### src/rtl/it_run_trace_ctrl.sv
// Run/step controller with clock-enable gating and a {PC, inst, periph} trace FIFO.
// Optional TRACE_WRAP_EN: a full FIFO overwrites its oldest entry instead of dropping the new one.
module it_run_trace_ctrl #(
    parameter int PC_W     = 16,
    parameter int INST_W   = 32,
    parameter int PERIPH_W = 16,
    parameter int DEPTH    = 16,
    parameter int CNT_W    = 16
) (
    input  logic                      clk,
    input  logic                      rst_n,
    input  logic                      start,
    input  logic                      step,
    input  logic                      halt,
    input  logic [CNT_W-1:0]          run_cycles,
    input  logic [PC_W-1:0]           pc_in,
    input  logic [INST_W-1:0]         inst_in,
    input  logic [PERIPH_W-1:0]       periph_in,
    output logic                      core_ce,
    output logic                      busy,
    output logic                      done,
    input  logic                      rd_en,
    output logic                      rd_valid,
    output logic [PC_W-1:0]           rd_pc,
    output logic [INST_W-1:0]         rd_inst,
    output logic [PERIPH_W-1:0]       rd_periph,
    output logic [$clog2(DEPTH):0]    level,
    output logic                      empty,
    output logic                      full,
    output logic                      overflow
);

    localparam int AW = $clog2(DEPTH);
    localparam int LW = AW + 1;
    localparam int EW = PC_W + INST_W + PERIPH_W;
    localparam logic [LW-1:0] DEPTH_L = LW'(DEPTH);

    typedef enum logic [1:0] {
        S_IDLE,
        S_RUN,
        S_STEP,
        S_DONE
    } state_t;

    state_t            state_q, state_d;
    logic [CNT_W-1:0]  cnt_q, cnt_d;
    logic              ce_q, ce_d;
    logic              clr_ovf;

    logic [EW-1:0]     mem [DEPTH];
    logic [AW-1:0]     wp_q, rp_q;
    logic [LW-1:0]     lvl_q, lvl_d;
    logic              ovf_q;
    logic              rv_q;
    logic [EW-1:0]     rd_q;

    logic              wr, rd, lose, do_wr, adv_rp;

    // Next-state logic: accept start/step only when not busy; start wins over step
    always_comb begin
        state_d = state_q;
        cnt_d   = cnt_q;
        ce_d    = 1'b0;
        clr_ovf = 1'b0;
        unique case (state_q)
            S_IDLE, S_DONE: begin
                if (start) begin
                    clr_ovf = 1'b1;
                    if (run_cycles != '0) begin
                        state_d = S_RUN;
                        cnt_d   = run_cycles;
                        ce_d    = 1'b1;
                    end else begin
                        state_d = S_DONE;
                    end
                end else if (step) begin
                    clr_ovf = 1'b1;
                    state_d = S_STEP;
                    ce_d    = 1'b1;
                end else begin
                    state_d = S_IDLE;
                end
            end
            S_RUN: begin
                cnt_d = cnt_q - 1'b1;
                if (halt || cnt_q == CNT_W'(1)) begin
                    state_d = S_DONE;
                end else begin
                    ce_d = 1'b1;
                end
            end
            S_STEP: begin
                state_d = S_DONE;
            end
            default: state_d = S_IDLE;
        endcase
    end

    // Control state, counter and registered clock-enable
    always_ff @(posedge clk or negedge rst_n) begin
        if (!rst_n) begin
            state_q <= S_IDLE;
            cnt_q   <= '0;
            ce_q    <= 1'b0;
        end else begin
            state_q <= state_d;
            cnt_q   <= cnt_d;
            ce_q    <= ce_d;
        end
    end

    assign wr   = ce_q;
    assign full = (lvl_q == DEPTH_L);
    assign rd   = rd_en && (lvl_q != '0);
    assign lose = wr && full && !rd;

`ifdef TRACE_WRAP_EN
    assign do_wr  = wr;
    assign adv_rp = rd || lose;
`else
    assign do_wr  = wr && !lose;
    assign adv_rp = rd;
`endif

    // Level bookkeeping: an overwrite counts as one push and one pop
    always_comb begin
        lvl_d = lvl_q;
        if (do_wr && !adv_rp) begin
            lvl_d = lvl_q + 1'b1;
        end else if (!do_wr && adv_rp) begin
            lvl_d = lvl_q - 1'b1;
        end
    end

    // Trace storage, written on each enabled core cycle
    always_ff @(posedge clk) begin
        if (do_wr) begin
            mem[wp_q] <= {pc_in, inst_in, periph_in};
        end
    end

    // FIFO pointers, level, overflow flag and read port
    always_ff @(posedge clk or negedge rst_n) begin
        if (!rst_n) begin
            wp_q  <= '0;
            rp_q  <= '0;
            lvl_q <= '0;
            ovf_q <= 1'b0;
            rv_q  <= 1'b0;
            rd_q  <= '0;
        end else begin
            if (do_wr) begin
                wp_q <= wp_q + 1'b1;
            end
            if (adv_rp) begin
                rp_q <= rp_q + 1'b1;
            end
            lvl_q <= lvl_d;
            if (clr_ovf) begin
                ovf_q <= 1'b0;
            end else if (lose) begin
                ovf_q <= 1'b1;
            end
            rv_q <= rd;
            if (rd) begin
                rd_q <= mem[rp_q];
            end
        end
    end

    assign core_ce   = ce_q;
    assign busy      = (state_q == S_RUN) || (state_q == S_STEP);
    assign done      = (state_q == S_DONE);
    assign rd_valid  = rv_q;
    assign rd_pc     = rd_q[EW-1 -: PC_W];
    assign rd_inst   = rd_q[PERIPH_W +: INST_W];
    assign rd_periph = rd_q[PERIPH_W-1:0];
    assign level     = lvl_q;
    assign empty     = (lvl_q == '0);
    assign overflow  = ovf_q;

endmodule

### config.mk
export PLATFORM = sky130hd
export DESIGN_NAME = it_run_trace_ctrl
export DESIGN_NICKNAME = d
export VERILOG_FILES = /design/src/rtl/it_run_trace_ctrl.sv
export SDC_FILE = /design/constraint.sdc
export NUM_CORES = 1
export LEC_CHECK = 0
export ABC_CLOCK_PERIOD_IN_PS = 3400
export CORE_MARGIN = 2
export CORE_UTILIZATION = 48
export CTS_CLUSTER_SIZE = 28
export DETAILED_ROUTE_END_ITERATION = 8
export HOLD_SLACK_MARGIN = 0.06
export PLACE_DENSITY = 0.64
export SLEW_MARGIN = 20
export SYNTH_ARGS = -nofsm -noshare
export SYNTH_HDL_FRONTEND = slang
export SYNTH_SLANG_ARGS = --single-unit
### constraint.sdc
create_clock -name clk -period 3.4 [get_ports clk]
set_input_delay 0.85 -clock clk [delete_from_list [all_inputs] [get_ports clk]]
set_output_delay 0.85 -clock clk [all_outputs]
set_load 0.005 [all_outputs]
* Word-level counts from Yosys, hierarchy flattened
Memory sizes are Yosys's and may differ from the RTL's. A register that Yosys moved wholly into a read port is not among the register bits.
Cells that the tools add are included.
** Storage, ports and cells
- Register bits after elaboration :: 34
- Latch bits :: 0
- Memory bits (writable) :: 1024
- ROM bits :: 0
- Input port bits :: 86
- Word-level logic and storage cells :: 64
- Memories kept :: 1
** Cells by class
- Add/sub/neg operators :: 5
- Multiply operators :: 0
- Divide/modulo/power cells :: 0
- Order comparisons :: 0
- Equal/unequal tests :: 8
- Shift-type cells :: 0
- Multiplexer cells :: 21
- Bitwise logic cells :: 0
- Reductions and logical operators :: 21
** Memories
- mem :: words 16, width 64, rd ports 1, clocked after Yosys merged registers in 1, wr ports 1, line 50 : logic [EW-1:0] mem [DEPTH];
** Operator list (number)
- 16-bit 2-to-1 mux :: 2
- 16-bit one-hot mux with 2 select lines :: 1
- 16-bit by 1-bit == test with 1-bit output (second input constant) :: 1
- 16-bit nonzero test :: 1
- 16-bit by 1-bit subtractor with 16-bit output (second input constant) :: 1
- 1-bit 2-to-1 mux :: 10
- 5-bit 2-to-1 mux :: 2
- 4-bit by 1-bit adder with 4-bit output (second input constant) :: 2
- 2-bit 2-to-1 mux :: 4
- 1-bit logical AND :: 6
- 2-bit != test (second input constant) :: 3
- 2-bit one-hot mux with 3 select lines :: 1
- 2-bit nonzero test :: 3
- 5-bit by 1-bit adder with 5-bit output (second input constant) :: 1
- 5-bit == test (second input constant) :: 1
- 5-bit logical NOT :: 1
- 5-bit nonzero test :: 1
- 5-bit by 1-bit subtractor with 5-bit output (second input constant) :: 1
- 2-bit == test (second input constant) :: 2
- 1-bit logical NOT :: 4
- 3-bit AND reduction :: 1
- 2-bit by 1-bit == test with 1-bit output (second input constant) :: 1
- 2-bit logical NOT :: 1
- 1-bit logical OR :: 2
- 2 further kinds :: 2

* Depth between registers and ports, before layout
Gate-level depths: netlist (run 1).
- Depth after elaboration :: 10
- Gate-level depth with buffers :: 12
- Gate-level depth less buffers :: 12

* Least setup slack after synthesis (run 1)
Ideal clock, no wire load.
- Kind :: in2reg
- From :: input rd_en
- To :: memory mem[10][0] in the netlist's numbering, enable pin
- Arrival :: 2.760 ns
- Data required time :: 2.971 ns
- Slack :: 0.211 ns
- Cell stages on the path :: 3
- Path buffers :: 0
- Cell sequence :: o21ai_2 > nor3b_1 > and2_1
** Between the ends
- Longest elaborated chain between the ends :: 7
** Ends and longest elaborated chain
- from (decl) :: line 22 : input logic rd_en,
- 1-bit logical AND :: line 114 : assign rd = rd_en && (lvl_q != '0);
- 1-bit logical NOT :: line 115 : assign lose = wr && full && !rd;
- 1-bit logical AND :: line 115
- 1-bit logical NOT :: line 121 : assign do_wr = wr && !lose;
- 1-bit logical AND :: line 121
- 1-bit 2-to-1 mux :: line 137 : if (do_wr) begin
- 1-bit 2-to-1 mux (implied by the code) :: line 138 : mem[wp_q] <= {pc_in, inst_in, periph_in};
- to (decl) :: line 50
Every way passes these cells.

* Worst setup path in the final report (run 1)
- From :: register lvl_q[1], in the netlist level[1]
- To :: register lvl_q[4], in the netlist level[4]
** Between the ends
- Longest elaborated chain between the ends :: 9
- Elaborated cells on any way between the ends :: 16
- Those cells by class :: add/sub (2); eq/ne (1); mux (2); reduce/logical (11)
** Ends and longest elaborated chain
- from (decl) :: line 52 : logic [LW-1:0] lvl_q, lvl_d;
- from (signal assigned) :: line 158 : lvl_q <= lvl_d;
- 5-bit nonzero test :: line 114
- 1-bit logical AND :: line 114
- 1-bit logical NOT :: line 115
- 1-bit logical AND * :: line 115
- 1-bit logical NOT * :: line 121
- 1-bit logical AND * :: line 121
- named net do_wr :: line 57 : logic wr, rd, lose, do_wr, adv_rp;
- 1-bit logical NOT :: line 130 : end else if (!do_wr && adv_rp) begin
- 1-bit logical AND :: line 130
- 2-bit nonzero test (no line)
The timed path passes the listed nets; every way through them passes the cells marked *. The select of a mux whose other input is x is not followed.
A chain may end at the register's enable or synchronous reset.

==> results of run 1 <==
-- worst paths after layout --
check / to / slack [ns] / cells past startpoint
min in group clk: rd_q[60] / 0.48 / 1
max reg2reg: level[4] / 0.24 / 12
min: rp_q[0] / 0.15 / 1
max in group asynchronous: rd_q[14] / 2.44 / 2
min reg2reg: rd_q[60] / 0.48 / 1
max: level[4] / 0.24 / 12
-- kinds of logic after synthesis --
| kind of cell | share of synthesized area [%] |
|---|---|
| compound gates | 3.13 |
| fa+ha+maj | 0.454 |
| buf+inv | 1.18 |
| xor+xnor | 0.244 |
| simple gates | 1.73 |
| mux | 16.0 |
| flops | 77.2 |
-- area by class of cell --
class | instances | share of cell area, %
multi-input cells | 726 | 18.3
flip-flops and latches | 1122 | 65.2
inverters | 17 | 0.125
repair buffers | 255 | 5.89
clock buffers | 132 | 5.69
clock inverters | 80 | 1.85
well taps | 1165 | 2.86
diodes | 2 | 0.00983
-- metrics by stage --
step                area, sq um  cells  util [%]  power, W
finish                    50900   3499      57.5    0.0426
global route              50900   3499      57.5    0.0443
CTS                       50900   3497      57.4    0.0430
detailed placement        47100   3284      53.1    0.0302
global placement          47100   3284      53.1    0.0300
floorplan                 43000   1970         -    0.0256
-- worst max-delay path, cell delays in order (launching register included) --
cell	delay, ns
sky130_fd_sc_hd__dfrtp_1	0.38
sky130_fd_sc_hd__or4_4	0.57
sky130_fd_sc_hd__or2_2	0.33
sky130_fd_sc_hd__o21ai_2	0.32
sky130_fd_sc_hd__inv_2	0.07
sky130_fd_sc_hd__ha_1	0.23
sky130_fd_sc_hd__inv_1	0.14
sky130_fd_sc_hd__ha_1	0.29
sky130_fd_sc_hd__a21o_1	0.19
sky130_fd_sc_hd__a21oi_1	0.19
sky130_fd_sc_hd__xnor2_1	0.15
sky130_fd_sc_hd__nor2_1	0.07
sky130_fd_sc_hd__xnor2_1	0.12
-- where the power goes --
part | switching [W] | internal [W] | total [W]
Combinational | 0.00581 | 0.00593 | 0.0117
Clock | 0.00512 | 0.00761 | 0.0127
Sequential | 0.00111 | 0.0170 | 0.0181
-- flip-flops by register name (all words and copies together) (netlist names), 2 cells and up --
register and flops:
cnt_q 16, level 5, mem 1024, rd_q 64
rp_q 4, wp_q 4, state_q 2
-- cells in the final DEF, fill, tap and decap left out, drive strengths merged, types with 6 or more instances in the layout --
cell type,n
nor2,38
clkinv,53
clkdlybuf4s50,159
clkbuf,132
a311oi,22
and2,16
a21o,48
dfrtp,98
ha,14
nor4,6
buf,95
nand2,25
inv,22
edfxtp,1024
a31oi,6
bufinv,20
xnor2,10
mux4,256
o22ai,45
o22a,6
nor2b,25
o21ai,17
a21oi,15
a211oi,20
mux2i,111
-- cells in the mapped netlist, types with 2 or more instances --
master / n
sky130_fd_sc_hd__edfxtp_1: 1024
sky130_fd_sc_hd__mux4_2: 256
sky130_fd_sc_hd__mux2i_1: 111
sky130_fd_sc_hd__dfrtp_1: 98
sky130_fd_sc_hd__clkbuf_1: 49
sky130_fd_sc_hd__a21o_1: 48
sky130_fd_sc_hd__o22ai_1: 45
sky130_fd_sc_hd__buf_2: 41
sky130_fd_sc_hd__nor2_1: 38
sky130_fd_sc_hd__nor2b_1: 25
sky130_fd_sc_hd__nand2_1: 24
sky130_fd_sc_hd__a311oi_1: 22
sky130_fd_sc_hd__a211oi_1: 20
sky130_fd_sc_hd__and2_1: 16
sky130_fd_sc_hd__inv_1: 16
sky130_fd_sc_hd__a21oi_1: 15
sky130_fd_sc_hd__buf_1: 15
sky130_fd_sc_hd__o21ai_0: 15
sky130_fd_sc_hd__ha_1: 14
sky130_fd_sc_hd__xnor2_1: 10
sky130_fd_sc_hd__a31oi_1: 6
sky130_fd_sc_hd__nor4_1: 6
sky130_fd_sc_hd__o22a_1: 6
sky130_fd_sc_hd__nand4_1: 5
sky130_fd_sc_hd__nor3_1: 5
sky130_fd_sc_hd__a41oi_1: 3
sky130_fd_sc_hd__nand2b_1: 3
sky130_fd_sc_hd__or2_2: 3
sky130_fd_sc_hd__or3_1: 3
sky130_fd_sc_hd__and3_1: 2
sky130_fd_sc_hd__mux2_2: 2
sky130_fd_sc_hd__nand3_1: 2
sky130_fd_sc_hd__nor3b_1: 2
sky130_fd_sc_hd__xor2_1: 2
-- per-layer routing --
layer	global-route usage (%)	up-vias	wire length, microns
met2	34.4	596	47600
met1	29.2	11180	39900
met3	2.91	143	5110
li1	-	8801	-
met5	0	-	47
met4	6.21	8	2060
-- what timing repair did --
action,4_1_cts,5_1_grt
setup endpoints to repair,1,0
resized for setup,2,0
buffers inserted,1,0
==> summary.md, run 1 <==
Outcome
* run status: completed

Synthesis
* syn_area_per_cell: 21.8 sq um
* Area contributors post-synth: sky130_fd_sc_hd__edfxtp_1 (72%), sky130_fd_sc_hd__mux4_2 (13%), sky130_fd_sc_hd__dfrtp_1 (5.7%)
* net count after synthesis: 2071
* portion of the post-synthesis area used by sequential elements: 77.2%
* area share of the largest cell type after synthesis: 71.5%
* yosys synthesis warning count: 0
* Post-synth EDFFs: 1024
* number of cells produced by synthesis: 1970
* cell accounting for the most synthesized area: sky130_fd_sc_hd__edfxtp_1
* Netlist Area Pre-Place: 43000 sq um
* flip-flop cell with the highest count after synthesis: sky130_fd_sc_hd__edfxtp_1
* async set-or-reset flop fraction in the synthesized netlist: 8.73%
* number of flip-flops and latches in the synthesized netlist: 1122
* number of distinct library cells after synthesis: 52

STA
* final number of hold-violating endpoints: 0
* setup repair after global routing missed its margin: no
* total negative slack: 0 ns
* Final Skew: 0.0311 ns
* worst-case hold slack: 0.153 ns
* worst slew pin tran: 0.938 ns
* count of final max-slew check failures: 0
* min setup slack post-route: 0.241 ns
* post-layout min period: 3.16 ns
* Final Cycle Share: 92.9%
* Max Freq: 317 MHz
* Slew headroom: 36.9%
* number of setup violations in the final report: 0

Floorplanning
* area of the core: 88600 sq um
* chip height: 303 microns
* die area: 92000 sq um
* starting density of the core: 48.5%
* number of primary I/O pins: 162
* number of placement rows: 109
* Horiz. Die Dim: 303 microns

Drt
* remaining number of nets flagged by the antenna check after routing: 0
* detailed-router iteration count before antenna repair: 8
* DRC violations left: 0
* DR vias: 20728
* DR WL/cell: 27.1 microns
* overall routed net length: 94700 microns
* vias per std cell: 5.92
* detailed router's first-iteration violation count: 1800

Worst setup path
* critical path endpoint category: register
* startpoint type of the worst setup path: register
* CP arrival: 3.73 ns
* Worst Path Class, Setup: register to register
* origin of the critical flop-to-flop path: level[1]
* required time at the worst-slack endpoint: 3.98 ns
* start point of the critical path: level[1]
* worst-path maximum fanout: 4

Job
* max-capacitance violation count: 0

Clock tree
* clk root buf: sky130_fd_sc_hd__clkbuf_16
* level count of the clock H-tree: 3
* clk buf depth: 3
* clock latency of the later-clocked register in the worst-skew pair: 0.69 ns
* CTS clock-pin slew for the worst setup and hold paths: 0.06 ns
* count of hold-fix buffers inserted at cts: 0
* CTS tree: done
* total CTS buffers: 112
* sinks on the clock net: 1122

Placed design
* total half-perimeter wirelength after legalization and detailed placement: 54300 microns
* final estimated routing congestion in global placement: 0.778
* port bufs: 161
* placement-stage worst setup slack: 0.119 ns

GRT
* largest net degree at the start of global routing: 58
* number of global-route vias before repair: 21433
* grt ovf: 0
* first-pass GRT wire length: 140000 microns
* GRT Resource Usage Total: 20.8%
* number of antenna violations at the first check in global routing: 6

Finish
* area grow syn2layout: 18.4%
* combined flip-flop and latch cell area: 33200 sq um
* Final #Nets: 2335
* proportion of layout cells with a drive suffix above 1: 23.5%
* area of combinational cells with multiple inputs: 9350 sq um
* Layout fillers: 6413

Worst hold path
* worst hold path class: input pin to asynchronous set/reset pin

Power
* cell leakage power: 16.9 nW
* pwr/cell area: 836 nW/um^2
* VDD IR max: 534 uV

No activity file was read; power rests on OpenSTA's default activity.
==> inputs of run 2 (changes only) <==
SETUP_SLACK_MARGIN = 0.5   (was unset)
==> run 2 against run 1 <==
Compared with the run above:
- sequential power about the same
- non-clock buffer count down 12
- maximum frequency up 10%
- final cell count down 0.40%
- largest cell class unchanged
- highest routed layer unchanged
- critical path depth down 8
- clock-buffer cell count up 15
- clock power about the same
- clock skew down 0.017 ns
==> summary.md, run 2 (synthesis gave the netlist of run 1 again) <==
Outcome
* run status: completed

Worst setup path
* required time at the worst-slack endpoint: 2.55 ns
* Critical Path Slowest Stage Cell: sky130_fd_sc_hd__or4_4
* startpoint type of the worst setup path: register
* worst-path maximum fanout: 3
* Worst Path Class, Setup: register to primary output
* number of buffer and inverter instances along the worst setup path: 2
* delay of the slowest cell on the worst path: 0.54 ns
* CP arrival: 2.02 ns
* cell-by-cell trace of the critical path: or4_4 -> or2_4 -> inv_2 -> buf_6
* Top delay family on crit path: simple AND/OR/NAND/NOR gates
* critical path endpoint category: primary output

Drt
* DRC violations left: 0
* detailed router's first-iteration violation count: 2039
* remaining number of nets flagged by the antenna check after routing: 0
* DR WL/cell: 26.9 microns
* detailed-router iteration count before antenna repair: 7
* DR vias: 20532
* vias per std cell: 5.89
* overall routed net length: 93700 microns

Finish
* commonest cells after routing, fill and taps aside: sky130_fd_sc_hd__edfxtp_1 (1024), sky130_fd_sc_hd__mux4_2 (256), sky130_fd_sc_hd__clkdlybuf4s50_1 (157)
* register containing the most flip-flops in the final layout: mem
* Final #Nets: 2323
* post-route cell area: 50700 sq um
* leading registers by flop count: mem: 1024 flops, rd_q: 64 flops, cnt_q: 16 flops
* proportion of layout cells with a drive suffix above 1: 24.0%
* most common cell after layout, fill and taps aside: sky130_fd_sc_hd__edfxtp_1
* max reg flops: 1024
* area grow syn2layout: 18.0%

Power
* switching power of the nets: 0.0119 W
* pwr/cell area: 830 nW/um^2
* portion of total power attributed to sequential cells: 42.4%
* Int Pwr: 0.0302 W
* clock share of power: 29.5%
* combinational share of power: 28.1%
* VDD IR max: 501 uV
* net switching fraction of the power: 28.2%
* cell leakage power: 16.8 nW

Clock tree
* total CTS buffers: 112
* CTS tree: done
* clock latency of the later-clocked register in the worst-skew pair: 0.68 ns
* level count of the clock H-tree: 3
* sinks on the clock net: 1122
* clk root buf: sky130_fd_sc_hd__clkbuf_16
* clk buf depth: 3
* CTS clock-pin slew for the worst setup and hold paths: 0.06 ns

STA
* setup repair after global routing missed its margin: yes
* Final Skew: 0.0142 ns
* count of final max-slew check failures: 0
* Slew headroom: 38.8%
* post-layout min period: 2.87 ns
* number of setup violations in the final report: 0
* final number of hold-violating endpoints: 0
* min setup slack post-route: 0.535 ns
* worst slew pin tran: 0.910 ns
* Max Freq: 349 MHz
* total negative slack: 0 ns
* Final Cycle Share: 84.3%

Placed design
* post-placement cell area: 46900 sq um
* port bufs: 161
* total half-perimeter wirelength after legalization and detailed placement: 52100 microns
* final estimated routing congestion in global placement: 0.787
* placement-stage worst setup slack: 0.115 ns

GRT
* first-pass GRT wire length: 139000 microns
* grt ovf: 0
* GRT Resource Usage Total: 20.6%
* largest net degree at the start of global routing: 76
* number of global-route vias before repair: 21719
* number of antenna violations at the first check in global routing: 7

Floorplanning
* number of primary I/O pins: 162
* starting density of the core: 48.5%
* area of the core: 88600 sq um
* chip height: 303 microns
* Horiz. Die Dim: 303 microns
* number of placement rows: 109
* die area: 92000 sq um

Job
* max-capacitance violation count: 0

Worst hold path
* worst hold path class: input pin to asynchronous set/reset pin

[run 2: cell count changes in the layout (fill, tap and decap cells not counted), moves of 3 or more]
| cell | change |
|---|---|
| sky130_fd_sc_hd__inv_1 | -3 |
| sky130_fd_sc_hd__ha_1 | -3 |
| sky130_fd_sc_hd__inv_2 | +3 |
| sky130_fd_sc_hd__clkinv_1 | -18 |
| sky130_fd_sc_hd__clkbuf_8 | +8 |
| sky130_fd_sc_hd__buf_12 | -4 |
| sky130_fd_sc_hd__clkbuf_1 | +6 |
| sky130_fd_sc_hd__clkinv_2 | +8 |
| sky130_fd_sc_hd__bufinv_16 | -7 |
| sky130_fd_sc_hd__buf_4 | -8 |
[run 2: repair_timing]
item	CTS	global route
endpoints found under the setup margin	5	5
pin swaps	3	4
gates resized for setup	14	5
setup buffers	4	0
hold buffers	0	0
[run 2: power groups by stage]
stage / clock network, W / logic, W / registers [W]
after floorplan: 0 / 0.00779 / 0.0178
after global placement: 0 / 0.0118 / 0.0181
after detailed placement: 0 / 0.0119 / 0.0182
after CTS: 0.0126 / 0.0120 / 0.0179
after global routing: 0.0132 / 0.0127 / 0.0180
final: 0.0124 / 0.0118 / 0.0179
[run 2: area by class of cell]
| cell class | count | area (sq um) |
|---|---|---|
| clock inverters | 64 | 694 |
| well taps | 1165 | 1460 |
| flip-flops and latches | 1122 | 33200 |
| diodes | 1 | 2.50 |
| clock buffers | 147 | 3060 |
| repair buffers | 243 | 2860 |
| fillers | 6373 | 37900 |
| multi-input cells | 726 | 9390 |
| inverters | 17 | 66.3 |
[run 2: final timing paths]
check	startpoint	cells past startpoint	slack, ns	to
max reg2reg	level[2]	12	0.59	level[4]
min	rst_n	1	0.22	rd_q[46]
min in group clk	rd_q[4]	1	0.47	rd_q[4]
min reg2reg	rd_q[4]	1	0.47	rd_q[4]
max in group asynchronous	rst_n	2	2.28	rd_q[13]
max	level[2]	4	0.53	full
[run 2: metal layers]
layer	share of wire (%)	up-vias	global-route usage [%]
met5	0.089	-	0
met4	1.6	12	5.43
met3	6.6	116	3.68
met2	50	673	33.5
met1	42	10972	29.1
li1	-	8759	-
[run 2: through the flow]
step,power [W],std cells,utilization (%),hold WS [ns]
after global placement,0.0299,3269,52.9,0.460
after floorplan,0.0256,1970,-,0.474
final,0.0421,3485,57.2,0.216
after global routing,0.0440,3485,57.2,0.244
after detailed placement,0.0301,3269,52.9,0.465
after CTS,0.0426,3484,57.2,0.216
==> inputs of run 3 (changes only) <==
ABC_CLOCK_PERIOD_IN_PS = 2650   (was 3400)
clock period = 2.65 ns   (was 3.4 ns; I/O delays follow)
==> run 3 against run 2 <==
Compared with the run above:
- the flow now finishes with violations (setup timing)
- worst setup slack lost 0.65 ns
- clock power grew 28%
- critical path depth grew 7
- global-route usage grew 1.9 points
- die area is the same
- flip-flop and latch count is the same
- via count grew 6.2%
- register-to-register slack lost 0.70 ns
- total power grew 35%
- clock skew grew 0.021 ns
- sequential power grew 28%
- critical path type is now register to register
- largest power group unchanged
==> summary.md, run 3 (synthesis gave the netlist of run 1 again) <==
Finish
* max reg flops: 1024
* leading registers by flop count: mem: 1024 flops, rd_q: 64 flops, cnt_q: 16 flops
* final standard cell count with taps included and fillers excluded: 3645
* most common cell after layout, fill and taps aside: sky130_fd_sc_hd__edfxtp_1
* Final #Nets: 2482
* area grow syn2layout: 25.0%
* register containing the most flip-flops in the final layout: mem
* commonest cells after routing, fill and taps aside: sky130_fd_sc_hd__edfxtp_1 (1024), sky130_fd_sc_hd__mux4_2 (256), sky130_fd_sc_hd__clkdlybuf4s50_1 (154)
* proportion of layout cells with a drive suffix above 1: 29.4%

Drt
* remaining number of nets flagged by the antenna check after routing: 0
* DR vias: 21798
* overall routed net length: 105000 microns
* detailed-router iteration count before antenna repair: 5
* vias per std cell: 5.98
* DR WL/cell: 28.7 microns
* DRC violations left: 0
* detailed router's first-iteration violation count: 2137

STA
* post-layout min period: 2.76 ns
* number of setup violations in the final report: 486
* Final Cycle Share: 104%
* count of final max-slew check failures: 0
* total negative slack: -18.61 ns
* final number of hold-violating endpoints: 0
* Max Freq: 362 MHz
* min setup slack post-route: -0.113 ns
* Slew headroom: 49.4%
* worst slew pin tran: 0.753 ns
* worst-case hold slack: 0.480 ns
* Final Skew: 0.0355 ns
* setup repair after global routing missed its margin: yes

Power
* pwr/cell area: 1060 nW/um^2
* Overall Power: 0.0568 W
* cell leakage power: 18.1 nW
* VDD IR max: 633 uV

Clock tree
* level count of the clock H-tree: 3
* total CTS buffers: 112
* CTS tree: done
* CTS clock-pin slew for the worst setup and hold paths: 0.06 ns
* clk buf depth: 3
* clk root buf: sky130_fd_sc_hd__clkbuf_16
* clock latency of the later-clocked register in the worst-skew pair: 0.69 ns
* sinks on the clock net: 1122

Worst setup path
* worst-path maximum fanout: 8
* worst reg-to-reg setup slack: -0.11 ns
* Worst Path Class, Setup: register to register
* critical path endpoint category: register
* CP arrival: 3.21 ns
* startpoint type of the worst setup path: register
* required time at the worst-slack endpoint: 3.10 ns

Outcome
* violated checks: setup timing
* run status: finished, violations left

Floorplanning
* area of the core: 88600 sq um
* Horiz. Die Dim: 303 microns
* number of primary I/O pins: 162
* starting density of the core: 48.5%
* chip height: 303 microns
* die area: 92000 sq um
* number of placement rows: 109

GRT
* grt ovf: 0
* number of antenna violations at the first check in global routing: 8
* GRT Resource Usage Total: 22.5%
* largest net degree at the start of global routing: 53
* number of global-route vias before repair: 22576
* first-pass GRT wire length: 150000 microns

Placed design
* final estimated routing congestion in global placement: 0.810
* port bufs: 161
* total half-perimeter wirelength after legalization and detailed placement: 56500 microns
* Placed Cells: 3337
* placement-stage worst setup slack: -0.130 ns

Job
* max-capacitance violation count: 0

Worst hold path
* worst hold path class: register to register

[run 3: changes by cell type in the layout (fill, tap and decap cells not counted), moves of 5 or more]
cell / change
sky130_fd_sc_hd__a311oi_1: -10
sky130_fd_sc_hd__a311oi_2: +10
sky130_fd_sc_hd__and2_4: +5
sky130_fd_sc_hd__buf_12: +53
sky130_fd_sc_hd__buf_16: +34
sky130_fd_sc_hd__buf_4: +29
sky130_fd_sc_hd__buf_6: +20
sky130_fd_sc_hd__clkbuf_1: +13
sky130_fd_sc_hd__clkbuf_16: +14
[run 3: repair_timing]
item,in CTS,in global routing
pin swaps,13,7
resized for setup,96,25
setup buffers,35,6
endpoints found under the hold margin,22,0
cloned,35,18
setup endpoints to repair,1175,1178
hold buffers,1,0
[run 3: path summary, 6_finish.rpt]
path,from,endpoint,depth (start not counted)
setup / recovery,level[0],mem[12][24],11
hold / removal,rd_q[6],rd_q[6],1
setup reg to reg,level[0],mem[12][24],11
hold reg to reg,rd_q[6],rd_q[6],1
max in group asynchronous,rst_n,rd_q[26],3
min in group asynchronous,rst_n,cnt_q[15],2
[run 3: critical path, stage by stage (launching register included)]
cell                        delay [ns]
sky130_fd_sc_hd__dfrtp_1          0.38
sky130_fd_sc_hd__or4_4            0.54
sky130_fd_sc_hd__or2_4            0.25
sky130_fd_sc_hd__buf_6            0.12
sky130_fd_sc_hd__o21ai_4          0.15
sky130_fd_sc_hd__inv_2            0.07
sky130_fd_sc_hd__buf_6            0.12
sky130_fd_sc_hd__buf_8            0.12
sky130_fd_sc_hd__and3_4           0.20
sky130_fd_sc_hd__and2_4           0.25
sky130_fd_sc_hd__buf_6            0.17
sky130_fd_sc_hd__clkbuf_16        0.17
[run 3: area by class of cell]
cell class | count | area (sq um)
diodes | 2 | 5.00
clock buffers | 159 | 3090
clock inverters | 52 | 618
fillers | 6125 | 34900
inverters | 17 | 81.3
multi-input cells | 731 | 9570
flip-flops and latches | 1122 | 33200
well taps | 1165 | 1460
repair buffers | 397 | 5720
[run 3: stage by stage]
step	utilization, %	instance area [sq um]
2_1_floorplan	-	43100
3_3_place_gp	54.1	47900
3_5_place_dp	54.1	47900
4_1_cts	60.1	53200
5_1_grt	60.6	53800
6_report	60.6	53800
[run 3: routing by layer]
layer  track usage [%]  wire [microns]
met5                 0              69
met3              4.22            7310
met2              37.3           52300
met1              30.6           42100
met4              7.06            2750
[run 3: power breakdown]
part	leakage, nW	internal [W]	switching [W]
registers	10.4	0.0218	0.00117
clock network	1.81	0.00938	0.00649
logic	5.88	0.00936	0.00861
